[config.mk]
export PLATFORM = sky130hd
export DESIGN_NAME = onehot_rr_arbiter
export DESIGN_NICKNAME = d
export VERILOG_FILES = /design/src/rtl/onehot_rr_arbiter.sv
export SDC_FILE = /design/constraint.sdc
export NUM_CORES = 1
export LEC_CHECK = 0
export CORE_MARGIN = 1.5
export CORE_UTILIZATION = 44
export DETAILED_ROUTE_END_ITERATION = 8
export GPL_ROUTABILITY_DRIVEN = 0
export GPL_TIMING_DRIVEN = 0
export HOLD_SLACK_MARGIN = 0.08
export PLACE_DENSITY = 0.69
export SLEW_MARGIN = 10
export SYNTH_ARGS = -nofsm -noshare
export SYNTH_HDL_FRONTEND = slang
export SYNTH_SLANG_ARGS = --single-unit
[constraint.sdc]
create_clock -name clk_i -period 3.8 [get_ports clk_i]
set_input_delay 0.38 -clock clk_i [delete_from_list [all_inputs] [get_ports clk_i]]
set_output_delay 0.38 -clock clk_i [all_outputs]
set_load 0.02 [all_outputs]
[src/rtl/onehot_rr_arbiter.sv]
// Round-robin arbiter: one-hot grant plus valid/ready handshake toward one shared resource.
// Latency: combinational req_i -> gnt_o/valid_o, same cycle; pointer and lock update on clk_i rise.
// Backpressure: ready_i low holds an issued grant stable (LOCK_IN=1) until accepted or the request drops.
module onehot_rr_arbiter #(
  parameter int NUM_REQ   = 16,
  parameter int LOCK_IN   = 1,
  parameter int PTR_WIDTH = (NUM_REQ == 1) ? 1 : $clog2(NUM_REQ)
) (
  input  logic                 clk_i,
  input  logic                 rst_i,
  input  logic                 flush_i,
  input  logic [NUM_REQ-1:0]   req_i,
  output logic                 valid_o,
  input  logic                 ready_i,
  output logic [NUM_REQ-1:0]   gnt_o,
  output logic [PTR_WIDTH-1:0] ptr_o
);

  // Lock FSM encoding: the state register is the lock flag itself.
  localparam logic ST_IDLE   = 1'b0;
  localparam logic ST_LOCKED = 1'b1;

  // State
  logic [PTR_WIDTH-1:0] r_ptr;   // highest-priority index for the next fresh arbitration
  logic                 r_lock;  // FSM state, ST_LOCKED while a grant waits for ready_i
  logic [NUM_REQ-1:0]   r_gnt;   // grant captured when the lock was taken

  // Combinational nets
  logic [NUM_REQ-1:0]   w_mask;        // bits at or above r_ptr
  logic [NUM_REQ-1:0]   w_req_masked;  // requests in the first half of the circular scan
  logic [NUM_REQ-1:0]   w_gnt_arb;     // fresh round-robin winner
  logic                 w_lock_hold;   // locked requester is still asking
  logic [NUM_REQ-1:0]   w_gnt;         // grant actually presented
  logic                 w_vld;
  logic                 w_hs;          // handshake this cycle
  logic [PTR_WIDTH-1:0] w_gnt_idx;     // binary index of w_gnt
  logic [PTR_WIDTH-1:0] w_ptr_nxt;     // index after the winner, wrapping to 0
  logic                 w_take_lock;
  logic                 w_drop;        // locked requester withdrew without a handshake

  // Lowest set bit of a vector; the result is one-hot or zero by construction.
  function automatic logic [NUM_REQ-1:0] f_lowest(input logic [NUM_REQ-1:0] v);
    logic found;
    f_lowest = '0;
    found    = 1'b0;
    for (int i = 0; i < NUM_REQ; i++) begin
      if (!found && v[i]) begin
        f_lowest[i] = 1'b1;
        found       = 1'b1;
      end
    end
  endfunction

  // Thermometer mask selecting indices r_ptr .. NUM_REQ-1.
  always_comb begin
    w_mask = '0;
    for (int i = 0; i < NUM_REQ; i++) begin
      w_mask[i] = (PTR_WIDTH'(i) >= r_ptr);
    end
  end

  // Circular scan from r_ptr: prefer requests at or above the pointer, else wrap to the lowest one.
  always_comb begin
    w_req_masked = req_i & w_mask;
    if (|w_req_masked) begin
      w_gnt_arb = f_lowest(w_req_masked);
    end else begin
      w_gnt_arb = f_lowest(req_i);
    end
  end

  // Select the presented grant: reset masks it, a lock holds it, a withdrawn lock blanks it.
  always_comb begin
    w_lock_hold = |(req_i & r_gnt);
    w_gnt       = '0;
    if (rst_i) begin
      w_gnt = '0;
    end else if (r_lock == ST_LOCKED) begin
      w_gnt = w_lock_hold ? r_gnt : '0;
    end else begin
      w_gnt = w_gnt_arb;
    end
  end

  // One-hot to binary for the winner index; OR-reduction is exact because w_gnt is one-hot or zero.
  always_comb begin
    w_gnt_idx = '0;
    for (int i = 0; i < NUM_REQ; i++) begin
      if (w_gnt[i]) begin
        w_gnt_idx = w_gnt_idx | PTR_WIDTH'(i);
      end
    end
  end

  // Next pointer after a handshake, plus FSM transition qualifiers.
  always_comb begin
    w_vld       = |w_gnt;
    w_hs        = w_vld && ready_i;
    w_ptr_nxt   = (w_gnt_idx == PTR_WIDTH'(NUM_REQ - 1)) ? '0 : (w_gnt_idx + 1'b1);
    w_take_lock = (LOCK_IN == 1) && (r_lock == ST_IDLE) && w_vld && !ready_i;
    w_drop      = (r_lock == ST_LOCKED) && !w_lock_hold;
  end

  // Pointer, lock and held-grant update; reset and flush win over a simultaneous handshake.
  always_ff @(posedge clk_i) begin
    if (rst_i || flush_i) begin
      r_ptr  <= '0;
      r_lock <= ST_IDLE;
      r_gnt  <= '0;
    end else if (w_hs) begin
      r_ptr  <= w_ptr_nxt;
      r_lock <= ST_IDLE;
    end else if (w_drop) begin
      // Pointer deliberately left alone: the dropped requester never got service.
      r_lock <= ST_IDLE;
    end else if (w_take_lock) begin
      r_lock <= ST_LOCKED;
      r_gnt  <= w_gnt;
    end
  end

  assign gnt_o   = w_gnt;
  assign valid_o = w_vld;
  assign ptr_o   = r_ptr;

  // Grant must never be multi-hot; the downstream encoder depends on it.
  a_onehot : assert property (@(posedge clk_i) $onehot0(gnt_o));

  // valid_o is exactly the reduction of the grant.
  a_valid : assert property (@(posedge clk_i) valid_o == (|gnt_o));

  // A locked requester must keep requesting until it is accepted.
  a_lock_drop : assert property (@(posedge clk_i) disable iff (rst_i || flush_i)
                                 !((r_lock == ST_LOCKED) && !w_lock_hold))
    else $warning("onehot_rr_arbiter: locked requester withdrew its request before ready_i");

endmodule

==> qor.yml <==
detailed_routing:
  vias: 2517
  routed_wl_mm: 7.551
  final_antenna_net_count: 0
  drtPass1Iterations: 6
  viasPerCell: 6.659
  routedWlPerCell_um: 19.98
  drc: 0
  drt_iter0_markers: 321
synth:
  netlist.area_leader.share: 0.1967
  synthArstFlopShare: 0
  ys.flop_type: "dfxtp_1"
  yosysWarnings: 0
  yosysUniqueCellTypes: 64
  syn_nets: 299
  synth_area_per_cell_um2: 7.687
  synth_edf_count: 0
  synthAdderAreaFrac: 0.005855
  ys_seq_area_frac: 0.1967
  yosys-mux-area-fraction: 0.09368
  synth_compound_area_frac: 0.2927
  synthCells: 278
  ys_top_cells_by_area: "dfxtp_1, mux2i_1, nor2_1"
  yosys.area.top_type: "dfxtp_1"
  yosys.area_share.simple: 0.3525
  synth_xor_area_frac: 0.004098
  syn_area_mm2: 0.002137
  synth-seq-cells: 21
  synth_top_family_by_area: "simple AND/OR/NAND/NOR gates"
critical_path:
  rrSetupSlack_ps: 170
  crit_path_max_incr_delay_ps: 560
  cp.arrival_ps: 3440
  crit_chain: "clkdlybuf4s50_1 > nor3_2 > nand3_1 > nor3_2 > a31oi_1 > a221oi_2 > nor4_2 > and4_1 > buf_6 > nand2_1 > dlygate4sd2_1"
  cp_common_cell: "nor3_2"
  start_kind: "input port"
  critPathKind: "in -> out"
  worstPathMaxFanout: 7
  critPathRequiredTime_ps: 3420
  cp_slowest_cell: "clkdlybuf4s50_1"
  worstSetupEndpointType: "output port"
finish:
  nNetsFinal: 346
  fin_area_mm2: 0.002759
  fillers: 454
  drive_gt1_frac: 0.1543
  num_antenna_cells: 0
  syn_to_final_growth_pct: 29.10
sta:
  fin_ws_ps: -20.94
  layout_min_cycle_time_ps: 3821
  tightestPinTransition_ps: 628.2
  clock.fmax_ghz: 0.2617
  timing.final.crit_share: 1.006
  slew_headroom: 0.5812
  fin_skew_ps: 6.592
  hold_violations: 0
  setup_viol: 1
  rsz0062_at_grt: "yes"
  whs_ps: 541.8
  maxSlewViolCount: 0
  final.setup.tns_ps: -20.94
floorplan:
  rows: 25
  design.die.area_mm2: 0.005284
  chipWidth_um: 72.69
  core_area_mm2: 0.004692
  io_pins: 41
  start_util: 0.4555
  die_h_um: 72.69
global_routing:
  gr-usage-met2: 0.4597
  grt_pass1_vias: 2229
  grt_pass1_wl_mm: 11.81
  grt_max_degree: 13
  grtUsageMet1: 0.4149
  busiest_layer: "met2"
  antenna_found_initial: 0
  grt_usage: 0.2889
  grt_overflow_total: 0
  grt_use_met3: 0.03177
clock_tree:
  clockBufferDepth: 2
  clk_latency_ps: 260
  cts_made_buffers: 3
  cts_tree: "built"
  htree_num_levels: 1
  clk_pin_slew_ps: 80
  clkSinkCount: 21
  root_buffer: "clkbuf_8"
power:
  peakVddDrop_mv: 0.2267
  p_leak_nw: 0.9771
  cellPowerDensity_mw_per_mm2: 379.6
placement:
  placed_area_mm2: 0.002595
  dpl_worst_slack_ps: -609.4
  port_buffers: 39
  dp_hpwl_mm: 5.772
run:
  drv_cap: 0
status:
  status: "complete, but fails checks"
  violations: "negative setup slack"
min_path:
  min_path_type: "reg -> reg"
## synth_stat cells, types with 3 or more instances
| cell | count |
|---|---|
| o21ai_0 | 7 |
| mux2i_1 | 20 |
| nor2b_1 | 4 |
| o21a_1 | 4 |
| or2_2 | 4 |
| nand2_1 | 25 |
| nor2_1 | 29 |
| buf_6 | 3 |
| a22oi_1 | 8 |
| a41oi_1 | 4 |
| a211oi_1 | 3 |
| nor4_1 | 8 |
| and3_1 | 3 |
| nand4_1 | 5 |
| dfxtp_1 | 21 |
| a31oi_1 | 4 |
| nand2b_1 | 9 |
| a211o_1 | 3 |
| a21oi_1 | 10 |
| inv_1 | 8 |
| nand3_1 | 12 |
| buf_2 | 3 |
| nor3_1 | 9 |
| nor3b_1 | 6 |
| o21ai_1 | 4 |
| or3_1 | 3 |
| clkbuf_1 | 8 |
| a221oi_2 | 3 |
## critical path, delay by kind of cell
kind | cells | cell delay [ps]
buffers and inverters | 3 | 1020
AO/OA/AOI/OAI | 2 | 680
AND/OR/NAND/NOR | 6 | 1340
## worst paths after layout
kind              startpoint         to  cells after the start
hold / removal     r_gnt[10]  r_gnt[10]                      2
setup reg to reg    ptr_o[3]   r_gnt[9]                     13
setup / recovery    req_i[0]    valid_o                     11
hold reg to reg    r_gnt[10]  r_gnt[10]                      2
## sequential cells by signal, summed over array words and instances, names as in the netlist
| name | cells |
|---|---|
| ptr_o | 4 |
| r_gnt | 16 |
| r_lock | 1 |
## power by group
group | internal, mW | switching [mW] | leakage (nW)
Combinational | 0.274 | 0.373 | 0.782
Clock | 0.0732 | 0.0781 | 0.0255
Sequential | 0.230 | 0.0187 | 0.170
## logic make-up (layout without fill, tap and decap cells)
group / Yosys count / count (layout)
and+or+nand+nor: 136 / 136
adders and majority gates: 1 / 1
buffers and inverters: 23 / 69
xor gates and xnor gates: 1 / 1
muxes: 20 / 20
DFF: 21 / 21
AOI/OAI and AO/OA: 76 / 76
## cells in the final DEF (no fill, tap or decap), types with 5 or more instances in the layout
master           netlist  layout
clkdlybuf4s50_1        0      35
nor2_1                29      28
nand2_1               25      25
dfxtp_1               21      21
mux2i_1               20      20
nand3_1               12      12
nand2b_1               9       9
a21oi_1               10       9
inv_1                  8       8
a22oi_1                8       8
clkbuf_1               8       7
nor3_1                 9       7
o21ai_0                7       7
nor4_1                 8       6
nor3b_1                6       6
nand4_1                5       5
## layout make-up
| type | count | area [um^2] | share of cell area |
|---|---|---|---|
| Timing Repair Buffer | 42 | 416.7 | 0.1510 |
| Sequential cell | 21 | 420.4 | 0.1524 |
| Clock inverter | 1 | 5.005 | 0.001814 |
| Tap cell | 54 | 67.56 | 0.02449 |
| Buffer | 15 | 87.58 | 0.03175 |
| Clock buffer | 3 | 41.29 | 0.01497 |
| Inverter | 8 | 30.03 | 0.01088 |
| Multi-Input combinational cell | 234 | 1690 | 0.6127 |
## routing by layer
metal  routed length (um)  share of wire
met2                 3323           0.44
met4                  179          0.024
met1                 3382           0.45
met5                    0              0
met3                  666          0.088
## what timing repair did
item / CTS / global route
endpoints found under the setup margin: 23 / 20
setup buffers: 2 / 0
endpoints found under the hold margin: 0 / 0
hold buffers: 0 / 0
pin swaps: 2 / 1
gates cloned: 0 / 1
gates resized for setup: 11 / 9
## metrics by stage
stage	power, mW	cells	util
6_report	1.047	378	0.5880
5_1_grt	1.107	378	0.5880
4_1_cts	1.022	377	0.5776
3_5_place_dp	0.8464	371	0.5531
3_3_place_gp	0.8450	371	0.5531
2_1_floorplan	0.6647	278	-
Power figures use the tool's default switching activity.
